### src/rtl/adc_pkg.sv
// Shared types and helpers for the ADC receive-stream parser.
package adc_pkg;

  typedef enum logic [2:0] {
    S_IDLE, S_HEAD, S_INFO, S_DATA, S_LRT, S_ENDB, S_DONE
  } state_e;

  localparam logic [2:0] ERR_OK   = 3'd0;
  localparam logic [2:0] ERR_HEAD = 3'd1;
  localparam logic [2:0] ERR_KIND = 3'd2;
  localparam logic [2:0] ERR_LRT  = 3'd3;
  localparam logic [2:0] ERR_END  = 3'd4;
  localparam logic [2:0] ERR_TMO  = 3'd5;

  localparam int HDR_LEN = 8;

  // Payload bytes contributed by one 2-bit chip field (2 bytes per channel).
  function automatic logic [10:0] kind2bytes(input logic [1:0] f);
    case (f)
      2'd0:    return 11'd0;
      2'd1:    return 11'd64;
      2'd2:    return 11'd128;
      default: return 11'd256;
    endcase
  endfunction

  // Highest non-null chip strictly below 'start' (0 when none is left).
  function automatic logic [1:0] next_chip(input logic [7:0] kind, input logic [2:0] start);
    logic [1:0] r;
    r = 2'd0;
    for (int k = 0; k < 4; k++)
      if (3'(k) < start && kind[2*k +: 2] != 2'd0) r = 2'(k);
    return r;
  endfunction

endpackage

### src/rtl/adc_rx_timeout.sv
// Inter-byte idle counter; expire pulses on the TIMEOUT-th consecutive idle cycle.
module adc_rx_timeout #(
  parameter int TIMEOUT = 1024
) (
  input  logic clk,
  input  logic rst,
  input  logic clr,
  input  logic en,
  output logic expire
);

  localparam int W = $clog2(TIMEOUT + 1);

  logic [W-1:0] cnt_q, cnt_d;

  always_comb begin
    cnt_d = cnt_q;
    if (clr || !en) cnt_d = '0;
    else            cnt_d = cnt_q + W'(1);
  end

  always_ff @(posedge clk or posedge rst) begin
    if (rst) cnt_q <= '0;
    else     cnt_q <= cnt_d;
  end

  assign expire = en && !clr && (cnt_q == W'(TIMEOUT - 1));

endmodule

### src/rtl/adc_rx_parser.sv
// Parses the ADC byte stream: header check, device info capture, sample unpacking,
// LRT/END verification, with fs_/fd_ start/done handshake.
module adc_rx_parser import adc_pkg::*; #(
  parameter int TIMEOUT = 1024
) (
  input  logic        clk,
  input  logic        rst,
  input  logic        fs_parse,
  output logic        fd_parse,
  input  logic        adc_rxen,
  input  logic [7:0]  adc_rxd,
  input  logic [63:0] adc_cmd,
  input  logic [7:0]  adc_end,
  output logic [7:0]  hdr_smpr,
  output logic [7:0]  hdr_info,
  output logic [7:0]  hdr_kind,
  output logic        smp_valid,
  output logic [1:0]  smp_chip,
  output logic [6:0]  smp_chan,
  output logic [15:0] smp_data,
  output logic [2:0]  err
);

  state_e      state_q, state_d;
  logic [10:0] bcnt_q, bcnt_d;
  logic [10:0] len_q, len_d;
  logic [1:0]  chip_q, chip_d;
  logic [7:0]  cbyte_q, cbyte_d;
  logic [7:0]  lrt_q, lrt_d;
  logic [7:0]  data_hi_q, data_hi_d;
  logic [7:0]  smpr_q, smpr_d, info_q, info_d, kind_q, kind_d;
  logic        smp_valid_q, smp_valid_d;
  logic [1:0]  smp_chip_q, smp_chip_d;
  logic [6:0]  smp_chan_q, smp_chan_d;
  logic [15:0] smp_data_q, smp_data_d;
  logic [2:0]  err_q, err_d;
  logic        fd_q, fd_d;

  logic        tmo_en, expire;
  logic [5:0]  hdr_sh;
  logic [7:0]  exp_hdr;
  logic [10:0] chip_len, kind_len;

  assign tmo_en = (state_q != S_IDLE) && (state_q != S_DONE);

  adc_rx_timeout #(.TIMEOUT(TIMEOUT)) u_tmo (
    .clk    (clk),
    .rst    (rst),
    .clr    (adc_rxen),
    .en     (tmo_en),
    .expire (expire)
  );

  // Header is sent MSB byte first: byte i sits at adc_cmd[63-8i -: 8].
  assign hdr_sh   = {3'd7 - bcnt_q[2:0], 3'b000};
  assign exp_hdr  = adc_cmd[hdr_sh +: 8];
  assign chip_len = kind2bytes(kind_q[{chip_q, 1'b0} +: 2]);
  assign kind_len = kind2bytes(adc_rxd[7:6]) + kind2bytes(adc_rxd[5:4])
                  + kind2bytes(adc_rxd[3:2]) + kind2bytes(adc_rxd[1:0]);

  always_comb begin
    state_d     = state_q;
    bcnt_d      = bcnt_q;
    len_d       = len_q;
    chip_d      = chip_q;
    cbyte_d     = cbyte_q;
    lrt_d       = lrt_q;
    data_hi_d   = data_hi_q;
    smpr_d      = smpr_q;
    info_d      = info_q;
    kind_d      = kind_q;
    smp_valid_d = 1'b0;
    smp_chip_d  = smp_chip_q;
    smp_chan_d  = smp_chan_q;
    smp_data_d  = smp_data_q;
    err_d       = err_q;

    case (state_q)
      S_IDLE: if (fs_parse) begin
        state_d = S_HEAD;
        bcnt_d  = '0;
        lrt_d   = '0;
        err_d   = ERR_OK;
      end
      S_HEAD: if (adc_rxen) begin
        if (adc_rxd != exp_hdr) begin
          state_d = S_DONE;
          err_d   = ERR_HEAD;
        end else if (bcnt_q == 11'(HDR_LEN - 1)) begin
          state_d = S_INFO;
          bcnt_d  = '0;
        end else begin
          bcnt_d = bcnt_q + 11'd1;
        end
      end
      S_INFO: if (adc_rxen) begin
        lrt_d  = lrt_q ^ adc_rxd;
        bcnt_d = bcnt_q + 11'd1;
        case (bcnt_q[1:0])
          2'd0: smpr_d = adc_rxd;
          2'd1: info_d = adc_rxd;
          default: begin
            kind_d  = adc_rxd;
            len_d   = kind_len;
            chip_d  = next_chip(adc_rxd, 3'd4);
            cbyte_d = '0;
            bcnt_d  = '0;
            state_d = (kind_len == 11'd0) ? S_LRT : S_DATA;
          end
        endcase
      end
      S_DATA: if (adc_rxen) begin
        lrt_d   = lrt_q ^ adc_rxd;
        bcnt_d  = bcnt_q + 11'd1;
        cbyte_d = cbyte_q + 8'd1;
        if (!cbyte_q[0]) begin
          data_hi_d = adc_rxd;
        end else begin
          smp_valid_d = 1'b1;
          smp_chip_d  = chip_q;
          smp_chan_d  = cbyte_q[7:1];
          smp_data_d  = {data_hi_q, adc_rxd};
        end
        if ({3'b000, cbyte_q} == chip_len - 11'd1) begin
          chip_d  = next_chip(kind_q, {1'b0, chip_q});
          cbyte_d = '0;
        end
        if (bcnt_q == len_q - 11'd1) begin
          state_d = S_LRT;
          bcnt_d  = '0;
        end
      end
      S_LRT: if (adc_rxen) begin
        if (adc_rxd != lrt_q) err_d = ERR_LRT;
        state_d = S_ENDB;
      end
      S_ENDB: if (adc_rxen) begin
        // An earlier LRT failure takes priority over the end-byte check.
        if (err_q == ERR_OK && adc_rxd != adc_end) err_d = ERR_END;
        state_d = S_DONE;
      end
      S_DONE: if (!fs_parse) begin
        state_d = S_IDLE;
        err_d   = ERR_OK;
      end
      default: state_d = S_IDLE;
    endcase

    if (tmo_en && expire) begin
      state_d = S_DONE;
      err_d   = ERR_TMO;
    end

    // Losing the arm mid-frame discards everything, including a half-built sample.
    if (tmo_en && !fs_parse) begin
      state_d     = S_IDLE;
      err_d       = ERR_OK;
      bcnt_d      = '0;
      len_d       = '0;
      chip_d      = '0;
      cbyte_d     = '0;
      lrt_d       = '0;
      data_hi_d   = '0;
      smpr_d      = '0;
      info_d      = '0;
      kind_d      = '0;
      smp_valid_d = 1'b0;
      smp_chip_d  = '0;
      smp_chan_d  = '0;
      smp_data_d  = '0;
    end

    fd_d = (state_d == S_DONE);
  end

  always_ff @(posedge clk or posedge rst) begin
    if (rst) begin
      state_q     <= S_IDLE;
      bcnt_q      <= '0;
      len_q       <= '0;
      chip_q      <= '0;
      cbyte_q     <= '0;
      lrt_q       <= '0;
      data_hi_q   <= '0;
      smpr_q      <= '0;
      info_q      <= '0;
      kind_q      <= '0;
      smp_valid_q <= 1'b0;
      smp_chip_q  <= '0;
      smp_chan_q  <= '0;
      smp_data_q  <= '0;
      err_q       <= ERR_OK;
      fd_q        <= 1'b0;
    end else begin
      state_q     <= state_d;
      bcnt_q      <= bcnt_d;
      len_q       <= len_d;
      chip_q      <= chip_d;
      cbyte_q     <= cbyte_d;
      lrt_q       <= lrt_d;
      data_hi_q   <= data_hi_d;
      smpr_q      <= smpr_d;
      info_q      <= info_d;
      kind_q      <= kind_d;
      smp_valid_q <= smp_valid_d;
      smp_chip_q  <= smp_chip_d;
      smp_chan_q  <= smp_chan_d;
      smp_data_q  <= smp_data_d;
      err_q       <= err_d;
      fd_q        <= fd_d;
    end
  end

  assign fd_parse  = fd_q;
  assign err       = err_q;
  assign hdr_smpr  = smpr_q;
  assign hdr_info  = info_q;
  assign hdr_kind  = kind_q;
  assign smp_valid = smp_valid_q;
  assign smp_chip  = smp_chip_q;
  assign smp_chan  = smp_chan_q;
  assign smp_data  = smp_data_q;

endmodule

### config.mk
export PLATFORM = sky130hd
export DESIGN_NAME = adc_rx_parser
export DESIGN_NICKNAME = d
export VERILOG_FILES = /design/src/rtl/adc_pkg.sv /design/src/rtl/adc_rx_timeout.sv /design/src/rtl/adc_rx_parser.sv
export SDC_FILE = /design/constraint.sdc
export NUM_CORES = 1
export LEC_CHECK = 0
export BUFFER_PORTS_ARGS = -buffer_cell sky130_fd_sc_hd__buf_2
export CAP_MARGIN = 20
export CORE_ASPECT_RATIO = 1.1
export CORE_MARGIN = 2
export CORE_UTILIZATION = 45
export CTS_CLUSTER_SIZE = 20
export DETAILED_ROUTE_END_ITERATION = 6
export PLACE_DENSITY = 0.71
export SLEW_MARGIN = 5
export SYNTH_ARGS = -nofsm -noshare
export SYNTH_HDL_FRONTEND = slang
export SYNTH_SLANG_ARGS = --single-unit
### constraint.sdc
create_clock -name clk -period 10 [get_ports clk]
set_input_delay 2.5 -clock clk [delete_from_list [all_inputs] [get_ports clk]]
set_output_delay 2.5 -clock clk [all_outputs]
set_load 0.02 [all_outputs]
======== Yosys cells after proc, flatten, opt, wreduce, memory -nomap -nowiden ========
Index checks and enable logic that the tools add are counted.
cells by class
  add/subtract/negate cells ............... 9
  order comparisons ....................... 2
  eq/ne operators ......................... 44
  shift-type cells ........................ 2
  multiplexer cells ....................... 99
  bitwise gates (word level) .............. 1
  reduce and logical (&&, ||, !) cells .... 49
operators with widths
  cell                                                    count
  two-way mux 8 bit                                       24
  two-way mux 11 bit                                      14
  case mux 9 bit (3 select lines)                         5
  two-way mux 3 bit                                       24
  two-way mux 16 bit                                      4
  indexed part select 64 x 7 -> 8 bit                     1
  case mux 11 bit (4 select lines)                        1
  adder 11 bit                                            3
  inequality test 4 bit (second input constant)           8
  case mux 8 bit (2 select lines)                         2
  two-way mux 7 bit                                       4
  two-way mux 2 bit                                       12
  inequality test 3 bit (second input constant)           8
  inequality test 8 bit                                   3
  adder 11 x 1 -> 11 bit (second input constant)          2
  nonzero test 2 bit                                      11
  case mux 3 bit (7 select lines)                         1
  AND reduction 3 bit                                     6
  case mux 3 bit (5 select lines)                         1
  equality test 2 x 1 -> 1 bit (second input constant)    6
  equality test 3 bit (second input constant)             4
  zero test 2 bit                                         6
  equality test 11 x 10 -> 1 bit (second input constant)  1
  equality test 11 bit                                    1
  30 further kinds                                        54
storage, ports and cells
  register bits after elaboration ......... 116
  bits of input ports ..................... 84
  output and inout port bits .............. 54
  logic and storage cells ................. 223

======== Longest topological paths before layout ========
Gate-level depths: netlist of the first run.
  word-level depth ........................ 13
  depth in mapped cells ................... 15
  depth with buffers taken out ............ 13

======== Modules after synthesis ========
Synthesis of the first run repeated with hierarchy kept, for this count alone.
second synthesis, totals
  cells, all modules ...................... 697
  area total of the unflattened synthesis .. 6670.1 um2
by module, submodules not included
  module          instances  cells each  area each (um2)  sequential area each (um2)
  adc_rx_parser   1          643         6129.6           2477.4
  adc_rx_timeout  1          54          540.5            275.3

======== Worst setup path before layout of the first run ========
No wires, ideal clock.
  kind .................................... input to register
  start ................................... in adc_rxd[7]
  end ..................................... reg fd_q (netlist: fd_parse)
  library setup time ...................... 0.126 ns
  arrival time ............................ 5.789 ns
  required time ........................... 9.874 ns
  path slack .............................. 4.085 ns
  stages .................................. 15
  path buffers ............................ 2
  path through ............................ clkbuf_1 clkbuf_1 nand2b_1 fa_1 fa_1 inv_1 ha_1 inv_1 fa_1 xnor2_1 and4b_1 nand3_1 a2111oi_0 o22ai_1 o311a_1
between the ends
  cells in the longest elaborated chain, start to end .. 13
  elaborated cells on any way between the ends .. 18
  classes of those cells .................. 3 x add/sub; 4 x eq/ne; 9 x mux; 2 x reduce/logical
ends and longest elaborated chain
  what                                               line                  text
  from (decl)                                        adc_rx_parser.sv:11   input logic [7:0] adc_rxd,
  equality test 2 bit, or another cell as far along  adc_pkg.sv:19         case (f)
  case mux 9 bit (3 select lines)                    adc_pkg.sv:19
  adder 11 bit                                       adc_rx_parser.sv:58   assign kind_len = kind2bytes(adc_rxd[7:6]) + kind2bytes(adc_rxd[5:4])
  adder 11 bit (2 in a row)                          adc_rx_parser.sv:59   + kind2bytes(adc_rxd[3:2]) + kind2bytes(adc_rxd[1:0]);
  zero test 11 bit                                   adc_rx_parser.sv:108  state_d = (kind_len == 11'd0) ? S_LRT : S_DATA;
  two-way mux 3 bit                                  adc_rx_parser.sv:108
  two-way mux 3 bit                                  adc_rx_parser.sv:99   case (bcnt_q[1:0])
  two-way mux 3 bit                                  adc_rx_parser.sv:96   S_INFO: if (adc_rxen) begin
  case mux 3 bit (7 select lines) *                  adc_rx_parser.sv:78   case (state_q)
  two-way mux 3 bit *                                adc_rx_parser.sv:149  if (tmo_en && expire) begin
  two-way mux 3 bit *                                adc_rx_parser.sv:155  if (tmo_en && !fs_parse) begin
  named net state_d[1]                               adc_rx_parser.sv:24   state_e state_q, state_d;
  equality test 3 bit *                              adc_rx_parser.sv:173  fd_d = (state_d == S_DONE);
  named net fd_d                                     adc_rx_parser.sv:37   logic fd_q, fd_d;
  to (signal assigned)                               adc_rx_parser.sv:193  fd_q <= 1'b0;
  to (signal assigned)                               adc_rx_parser.sv:210  fd_q <= fd_d;
  to (decl)                                          adc_rx_parser.sv:37
Mark *: on every way through the listed nets, which the timed path passes. The rest lies on a longest branch.
A chain may end at the register's enable or synchronous reset.

======== Worst setup path in the final report of the first run ========
  start ................................... in adc_rxd[6]
  end ..................................... reg fd_q (netlist: fd_parse)
The elaborated chain is that of the path after synthesis.

==> results of run 1 <==
[path summary, 6_finish.rpt]
kind,slack (ns),from,to,cells past startpoint
max reg2reg,6.48,bcnt_q[1],bcnt_q[7],8
min,0.48,hdr_info[5],hdr_info[5],2
max in group asynchronous,6.56,rst,bcnt_q[1],3
min reg2reg,0.48,hdr_info[5],hdr_info[5],2
max,4.32,adc_rxd[6],fd_parse,14
min in group asynchronous,2.19,rst,hdr_info[7],2
[cell usage after synthesis (11+ instances only)]
| cell | count |
|---|---|
| nand2b_1 | 11 |
| a21oi_1 | 23 |
| a22o_1 | 30 |
| xnor2_1 | 28 |
| nor2_1 | 49 |
| nand2_1 | 77 |
| inv_1 | 21 |
| and3_1 | 13 |
| dfrtp_1 | 110 |
| mux2i_1 | 29 |
| ha_1 | 14 |
| clkbuf_1 | 32 |
| and2_1 | 17 |
| o21ai_0 | 64 |
| nand3_1 | 17 |
| nor2b_1 | 12 |
| nor3_1 | 20 |
[layout make-up]
| type | count | share of cell area |
|---|---|---|
| repair buffers | 144 | 0.0947 |
| clock buffers | 13 | 0.0359 |
| flip-flops and latches | 110 | 0.353 |
| inverters | 21 | 0.0104 |
| multi-input cells | 527 | 0.469 |
| well taps | 192 | 0.0308 |
| clock inverters | 3 | 0.00610 |
[worst max-delay path, stage by stage]
cell	delay, ns
buf_2	0.21
nand2b_1	0.22
fa_1	0.53
fa_1	0.48
inv_1	0.06
ha_1	0.16
inv_1	0.06
fa_1	0.39
xnor2_1	0.16
and4b_1	0.33
nand3_1	0.10
a2111oi_0	0.41
o22ai_1	0.16
o311a_1	0.13
[through the flow]
| stage | total power, mW | cell area (um2) | instances | hold WS (ns) | util |
|---|---|---|---|---|---|
| global route | 1.68 | 7800 | 1010 | 0.502 | 0.538 |
| CTS | 1.58 | 7800 | 1010 | 0.483 | 0.538 |
| global placement | 1.18 | 7460 | 993 | 0.461 | 0.515 |
| floorplan | 1.03 | 6700 | 707 | 0.447 | - |
| detailed placement | 1.19 | 7470 | 994 | 0.467 | 0.515 |
| finish | 1.57 | 7800 | 1010 | 0.479 | 0.538 |
[layer usage]
metal  share of wire  wire length (um)  vias to the layer above  global-route usage
met5               0                 0                        -                   0
met4           0.014               239                        0              0.0523
met3           0.060              1010                       15              0.0389
met2            0.48              8050                      220               0.358
met1            0.45              7620                     2749               0.299
li1                -                 -                     2754                   -
[where the power goes]
part           internal (mW)  switching [mW]
clock                  0.223           0.163
combinational          0.222           0.381
sequential             0.508          0.0756
[flip-flops by register name, indices dropped and copies added, names as in the netlist, 2 cells and up]
| register | count |
|---|---|
| bcnt_q | 11 |
| cbyte_q | 8 |
| chip_q | 2 |
| data_hi_q | 8 |
| err | 3 |
| hdr_info | 8 |
| hdr_kind | 8 |
| hdr_smpr | 8 |
| len_q | 5 |
| lrt_q | 8 |
| smp_chan | 7 |
| smp_chip | 2 |
| smp_data | 16 |
| state_q | 3 |
| u_tmo.cnt_q | 11 |
[cell families (layout without fill, tap and decap cells)]
kind of cell,Yosys count,count (layout),share of synthesized area
AO/OA/AOI/OAI,181,181,0.182
XOR/XNOR,38,38,0.0497
adder cells (fa/ha/maj),20,20,0.0441
buffers and inverters,70,181,0.0467
flip-flops,110,110,0.411
multiplexers,41,41,0.0853
AND/OR/NAND/NOR,247,247,0.182
==> results.json, run 1 <==
{
  "start_util": 0.462,
  "yosys.area.top_type": "dfrtp_1",
  "cts_max_path_buffers": 2,
  "ys_types": 61,
  "hold_class": "register to register",
  "final_cell_mix": "buf_2, dfrtp_1, nand2_1",
  "nNetsFinal": 917,
  "grt_pass1_vias": 5492,
  "status": "completed",
  "dr.pass1.iters": 5,
  "cts_tree": "done",
  "p_leak_nw": 3.69,
  "end_kind": "register",
  "max-cap-violations": 0,
  "post-route-worst-setup-slack_ns": 4.32,
  "drive_gt1_frac": 0.231,
  "setup_violations": 0,
  "routabilityCongestion": 0.846,
  "vias_per_cell": 5.68,
  "die_h_um": 132,
  "place_worst_setup_slack_ns": 3.96,
  "numCtsBuffers": 9,
  "clock-root-buffer": "clkbuf_16",
  "cts_sinks": 110,
  "skew_ns": 0.00639,
  "syn_area_per_cell_um2": 9.48,
  "die_w_um": 120,
  "cp.required_ns": 10.23,
  "ys_ff_latch": 110,
  "worstPathMaxFanout": 14,
  "clk_pin_slew_ns": 0.07,
  "slew_headroom": 0.274,
  "fin_tns_setup_ns": 0,
  "finalWirelength_um": 16900,
  "crit_arrival_ns": 5.91,
  "p_per_area_nw_per_um2": 202,
  "syn2layout_area_growth_pct": 16.4,
  "rsz0062_at_grt": "false",
  "fillCellCount": 1370,
  "dp_hpwl_um": 12500,
  "syn-instance-count": 707,
  "drt_iter0_drc": 374,
  "core_um2": 14500,
  "yosys.area.top_type_share": 0.411,
  "drtAntennaViolNets": 0,
  "synth_flop_cell": "dfrtp_1",
  "grt_max_degree": 69,
  "cts-resized-gates": 0,
  "layout.area.seq_um2": 2750,
  "cts.hold.buffers_added": 0,
  "std_cell_rows": 46,
  "ctsHtreeMaxLevel": 3,
  "max_freq_mhz": 176,
  "yosysSeqAreaShare": 0.411,
  "irDropWorstVdd_mv": 0.0807,
  "post-route-min-period_ns": 5.68,
  "io_buffers": 137,
  "diodes": 0,
  "synth.top_cells.by_area": "dfrtp_1, o21ai_0, mux2i_1",
  "io_pins": 138,
  "post_cts_buffers": 0,
  "slew_viol_final": 0,
  "synth_edf_count": 0,
  "async_flop_share": 1.00,
  "drcViolationCount": 0,
  "syn_nets": 811,
  "synth_warnings": 0,
  "grt_pass1_wl_um": 27700,
  "antenna_found_initial": 0,
  "grt_overflow": 0,
  "vias": 5738,
  "die_area_um2": 15900,
  "synthesis.area_um2": 6700,
  "multiInputGateArea_um2": 3660,
  "groute.usage.overall": 0.217,
  "min_period_over_period": 0.568,
  "final_common_cell": "buf_2",
  "clk_latency_ns": 0.35,
  "startpoint_type": "primary input",
  "tightest_slew_ns": 1.08,
  "hold_viol_final": 0,
  "path_class": "primary input to register",
  "post_drt_wl_per_cell_um": 16.7
}
Power figures use the tool's default switching activity.
==> inputs of run 2 (changes only) <==
- clock period: 10 -> 5.65 ns (I/O delays scaled with it)
==> results.json, run 2 (synthesis gave the netlist of run 1 again) <==
{
  "r2r_start": "bcnt_q[1]",
  "crit_chain": "buf_2 > nand2b_1 > fa_1 > fa_1 > inv_1 > ha_1 > inv_1 > fa_1 > xnor2_1 > and4b_1 > nand3_1 > a2111oi_0 > o22ai_1 > o311a_1",
  "clk_latency_ns": 0.35,
  "fillCellCount": 1376,
  "drive_gt1_frac": 0.227,
  "finalWirelength_um": 16700,
  "hp-start": "hdr_smpr[6]",
  "nNetsFinal": 917,
  "cts_tree": "done",
  "status": "completed",
  "worst_path_max_delay_cell": "fa_1",
  "cp_slowest_stage_delay_ns": 0.52,
  "cp_common_cell": "fa_1",
  "worstHoldPathCells": 2,
  "cp.required_ns": 5.88,
  "post-route-min-period_ns": 4.57,
  "cp_num_buf_inv": 3,
  "min_period_over_period": 0.808,
  "irDropWorstVdd_mv": 0.186,
  "clk_pin_slew_ns": 0.07,
  "slew_viol_final": 0,
  "skew_ns": 0.0102,
  "start_util": 0.462,
  "power_mw": 2.75,
  "place_area_um2": 7470,
  "clock-root-buffer": "clkbuf_16",
  "routabilityCongestion": 0.830,
  "worstPathMaxFanout": 14,
  "io_buffers": 137,
  "rsz0062_at_grt": "false",
  "cts_sinks": 110,
  "io_pins": 138,
  "antenna_found_initial": 0,
  "max_freq_mhz": 219,
  "grt_pass1_wl_um": 27600,
  "p_per_area_nw_per_um2": 354,
  "p_leak_nw": 3.67,
  "final_common_cell": "buf_2",
  "die_h_um": 132,
  "r2r-end": "bcnt_q[10]",
  "post_cts_buffers": 0,
  "die_area_um2": 15900,
  "dr.pass1.iters": 5,
  "die_w_um": 120,
  "post_drt_wl_per_cell_um": 16.5,
  "std_cell_rows": 46,
  "grt_pass1_vias": 5487,
  "cpLargestDelayFamily": "adder cells",
  "syn2layout_area_growth_pct": 16.0,
  "hold_class": "register to register",
  "r2r_cells": 8,
  "setup_violations": 0,
  "finalInstanceArea_um2": 7770,
  "cts_max_path_buffers": 2,
  "crit_arrival_ns": 4.80,
  "numCtsBuffers": 9,
  "cts-resized-gates": 0,
  "cts.hold.buffers_added": 0,
  "drcViolationCount": 0,
  "ctsHtreeMaxLevel": 3,
  "slew_headroom": 0.318,
  "vias_per_cell": 5.69,
  "final_cell_mix": "buf_2, dfrtp_1, nand2_1",
  "fin_tns_setup_ns": 0,
  "hold_viol_final": 0,
  "groute.usage.overall": 0.214,
  "drtAntennaViolNets": 0,
  "drt_iter0_drc": 377,
  "largest_register_ffs": 16,
  "dp_hpwl_um": 12300,
  "min_to": "hdr_smpr[6]",
  "r2r_setup_slack_ns": 2.04,
  "tightest_slew_ns": 1.02,
  "grt_overflow": 0,
  "vias": 5747,
  "startpoint_type": "primary input",
  "end_kind": "register",
  "core_um2": 14500,
  "path_class": "primary input to register",
  "grt_max_degree": 76,
  "diodes": 0,
  "max-cap-violations": 0
}
[run 2: changes by cell type in the layout (fill, tap and decap cells not counted)]
cell | previous run | this run
clkbuf_1 | 0 | 3
clkbuf_8 | 4 | 2
clkinv_4 | 1 | 0
[run 2: worst reg2reg max path, cell delays in order (launching register included)]
cell and delay [ns]:
dfrtp_1 0.75, ha_1 0.36, and3_2 0.22, nand3_1 0.11, nor4_1 0.56, a21oi_1 0.25, o21ai_1 0.77, nor3_1 0.14
a221o_1 0.33
[run 2: worst max path at each step]
stage,startpoint,end,cells after the start
finish,adc_rxd[6],fd_parse,14
CTS,adc_rxd[6],fd_parse,14
global route,adc_rxd[6],fd_parse,14
floorplan,adc_rxd[7],fd_parse,15
detailed placement,adc_rxd[6],fd_parse,14
global placement,adc_rxd[6],fd_parse,14
[run 2: where the power goes]
group          leakage [nW]  switching, mW  internal, mW  total [mW]
Combinational          2.02          0.673         0.392        1.07
Sequential             1.50          0.136         0.899        1.04
Clock                 0.147          0.280         0.371       0.650
[run 2: final cells by class]
type                       instances  area, um2  share of cell area
multi-input combinational        527       3660               0.471
sequential                       110       2750               0.354
inverter                          21       81.3              0.0105
tap                              192        240              0.0309
timing repair buffer             144        738              0.0950
clock inverter                     2       38.8             0.00499
clock buffer                      14        264              0.0340
[run 2: per-layer routing]
metal	up-vias	global-route usage	part of all wire
li1	2760	-	-
met1	2733	0.298	0.45
met2	237	0.347	0.46
met3	17	0.0333	0.068
met4	0	0.0601	0.016
met5	-	0	0
[run 2: stage by stage]
step,instances,util,hold slack [ns],setup slack (ns)
after floorplan,707,-,0.447,0.823
after global placement,993,0.515,0.460,0.854
after detailed placement,994,0.515,0.465,0.749
after CTS,1010,0.536,0.478,1.11
after global routing,1010,0.536,0.494,0.950
final,1010,0.536,0.472,1.08
==> inputs of run 3 (changes only) <==
- clock period: 5.65 -> 4.7 ns (I/O delays scaled with it)
==> results.json, run 3 (synthesis gave the netlist of run 1 again) <==
{
  "p_leak_nw": 3.72,
  "topRoutingLayerUsed": "met4",
  "syn2layout_area_growth_pct": 17.0,
  "skew_ns": 0.00915,
  "post_cts_buffers": 0,
  "diodes": 0,
  "rsz0062_at_grt": "false",
  "r2r_cells": 10,
  "slew_viol_final": 0,
  "startpoint_type": "primary input",
  "path_class": "primary input to register",
  "hp-start": "u_tmo.cnt_q[0]",
  "grt_overflow": 0,
  "final_common_cell": "buf_2",
  "cts-resized-gates": 0,
  "dr.pass1.iters": 5,
  "drt_iter0_drc": 424,
  "swShare": 0.402,
  "tightest_slew_ns": 0.701,
  "cts_sinks": 110,
  "end_kind": "register",
  "hold_class": "register to register",
  "pwr-share-comb": 0.401,
  "min_period_over_period": 0.903,
  "irDropWorstVdd_mv": 0.221,
  "cp_slowest_stage_delay_ns": 0.53,
  "post-route-min-period_ns": 4.24,
  "p_per_area_nw_per_um2": 413,
  "slew_headroom": 0.532,
  "nNetsFinal": 930,
  "antenna_found_initial": 0,
  "grt_pass1_wl_um": 27800,
  "drtAntennaViolNets": 0,
  "ctsHtreeMaxLevel": 3,
  "numCtsBuffers": 9,
  "io_pins": 138,
  "drcViolationCount": 0,
  "groute.usage.overall": 0.218,
  "worstHoldPathCells": 1,
  "cts_tree": "done",
  "io_buffers": 137,
  "post_drt_wl_per_cell_um": 16.5,
  "crit_chain": "buf_2 > nand2b_1 > fa_1 > fa_1 > inv_1 > ha_1 > inv_1 > fa_1 > xnor2_1 > and4b_1 > nand3_1 > a2111oi_0 > o22ai_1 > o311a_1",
  "vias": 5821,
  "die_area_um2": 15900,
  "p_int_mw": 1.94,
  "worst_path_max_delay_cell": "fa_1",
  "fillCellCount": 1352,
  "setup_violations": 0,
  "final_cell_mix": "buf_2, dfrtp_1, nand2_1",
  "route.met3.wl_um": 1050,
  "multiInputGateArea_um2": 3650,
  "vias_per_cell": 5.69,
  "r2r_setup_slack_ns": 1.48,
  "clk_pin_slew_ns": 0.07,
  "fin_tns_setup_ns": 0,
  "dp_hpwl_um": 12800,
  "max-cap-violations": 0,
  "cp_common_cell": "fa_1",
  "start_util": 0.462,
  "routabilityCongestion": 0.864,
  "pwr-share-seq": 0.383,
  "cts_max_path_buffers": 2,
  "cp.required_ns": 4.94,
  "cpLargestDelayFamily": "adder cells",
  "die_w_um": 120,
  "r2r-end": "bcnt_q[9]",
  "core_um2": 14500,
  "cts.hold.buffers_added": 0,
  "max_freq_mhz": 236,
  "finalWirelength_um": 16900,
  "grt_max_degree": 82,
  "p_switching_mw": 1.30,
  "drive_gt1_frac": 0.235,
  "worstPathMaxFanout": 10,
  "min_to": "u_tmo.cnt_q[0]",
  "cp_num_buf_inv": 3,
  "crit_arrival_ns": 4.48,
  "whs_ns": 0.477,
  "std_cell_rows": 46,
  "clock-root-buffer": "clkbuf_16",
  "power_frac_clock": 0.216,
  "r2r_start": "bcnt_q[0]",
  "grt_pass1_vias": 5501,
  "drt-met1-wl_um": 7530,
  "die_h_um": 132,
  "status": "completed",
  "route.met2.wl_um": 8040,
  "hold_viol_final": 0,
  "layout.area.seq_um2": 2750,
  "clk_latency_ns": 0.35,
  "largest_register_ffs": 16
}
==> run 3: final cells by class <==
| type | count | area share |
|---|---|---|
| flip-flops and latches | 110 | 0.351 |
| multi-input cells | 527 | 0.465 |
| clock buffers | 14 | 0.0311 |
| repair buffers | 157 | 0.109 |
| well taps | 192 | 0.0306 |
| inverters | 21 | 0.0104 |
| clock inverters | 2 | 0.00223 |
==> run 3: how the worst max path moves through the flow <==
stage / start / to / slack [ns] / cells after the start
floorplan: adc_rxd[7] / fd_parse / 0.11 / 15
global placement: adc_rxd[6] / fd_parse / 0.20 / 14
detailed placement: adc_rxd[6] / fd_parse / 0.11 / 14
CTS: adc_rxd[6] / fd_parse / 0.47 / 14
global route: adc_rxd[6] / fd_parse / 0.31 / 14
finish: adc_rxd[6] / fd_parse / 0.46 / 14
==> run 3: power by group through the flow <==
stage	registers [mW]	logic, mW	clock network, mW
CTS	1.24	1.31	0.713
floorplan	1.28	0.915	0
finish	1.24	1.30	0.699
global placement	1.26	1.29	0
detailed placement	1.26	1.30	0
global route	1.27	1.45	0.758
==> run 3: per-layer routing <==
metal / vias to the layer above / global-route usage
li1: 2790 / -
met1: 2793 / 0.297
met2: 216 / 0.359
met3: 22 / 0.0407
met4: 0 / 0.0581
met5: - / 0
==> run 3: stage by stage <==
step | power, mW | worst slack, ns | cell area, um2 | util | instances
floorplan | 2.19 | 0.110 | 6700 | - | 707
global placement | 2.54 | 0.201 | 7550 | 0.521 | 1006
detailed placement | 2.56 | 0.105 | 7550 | 0.521 | 1006
CTS | 3.26 | 0.469 | 7810 | 0.539 | 1022
global route | 3.47 | 0.308 | 7840 | 0.541 | 1023
finish | 3.24 | 0.457 | 7840 | 0.541 | 1023
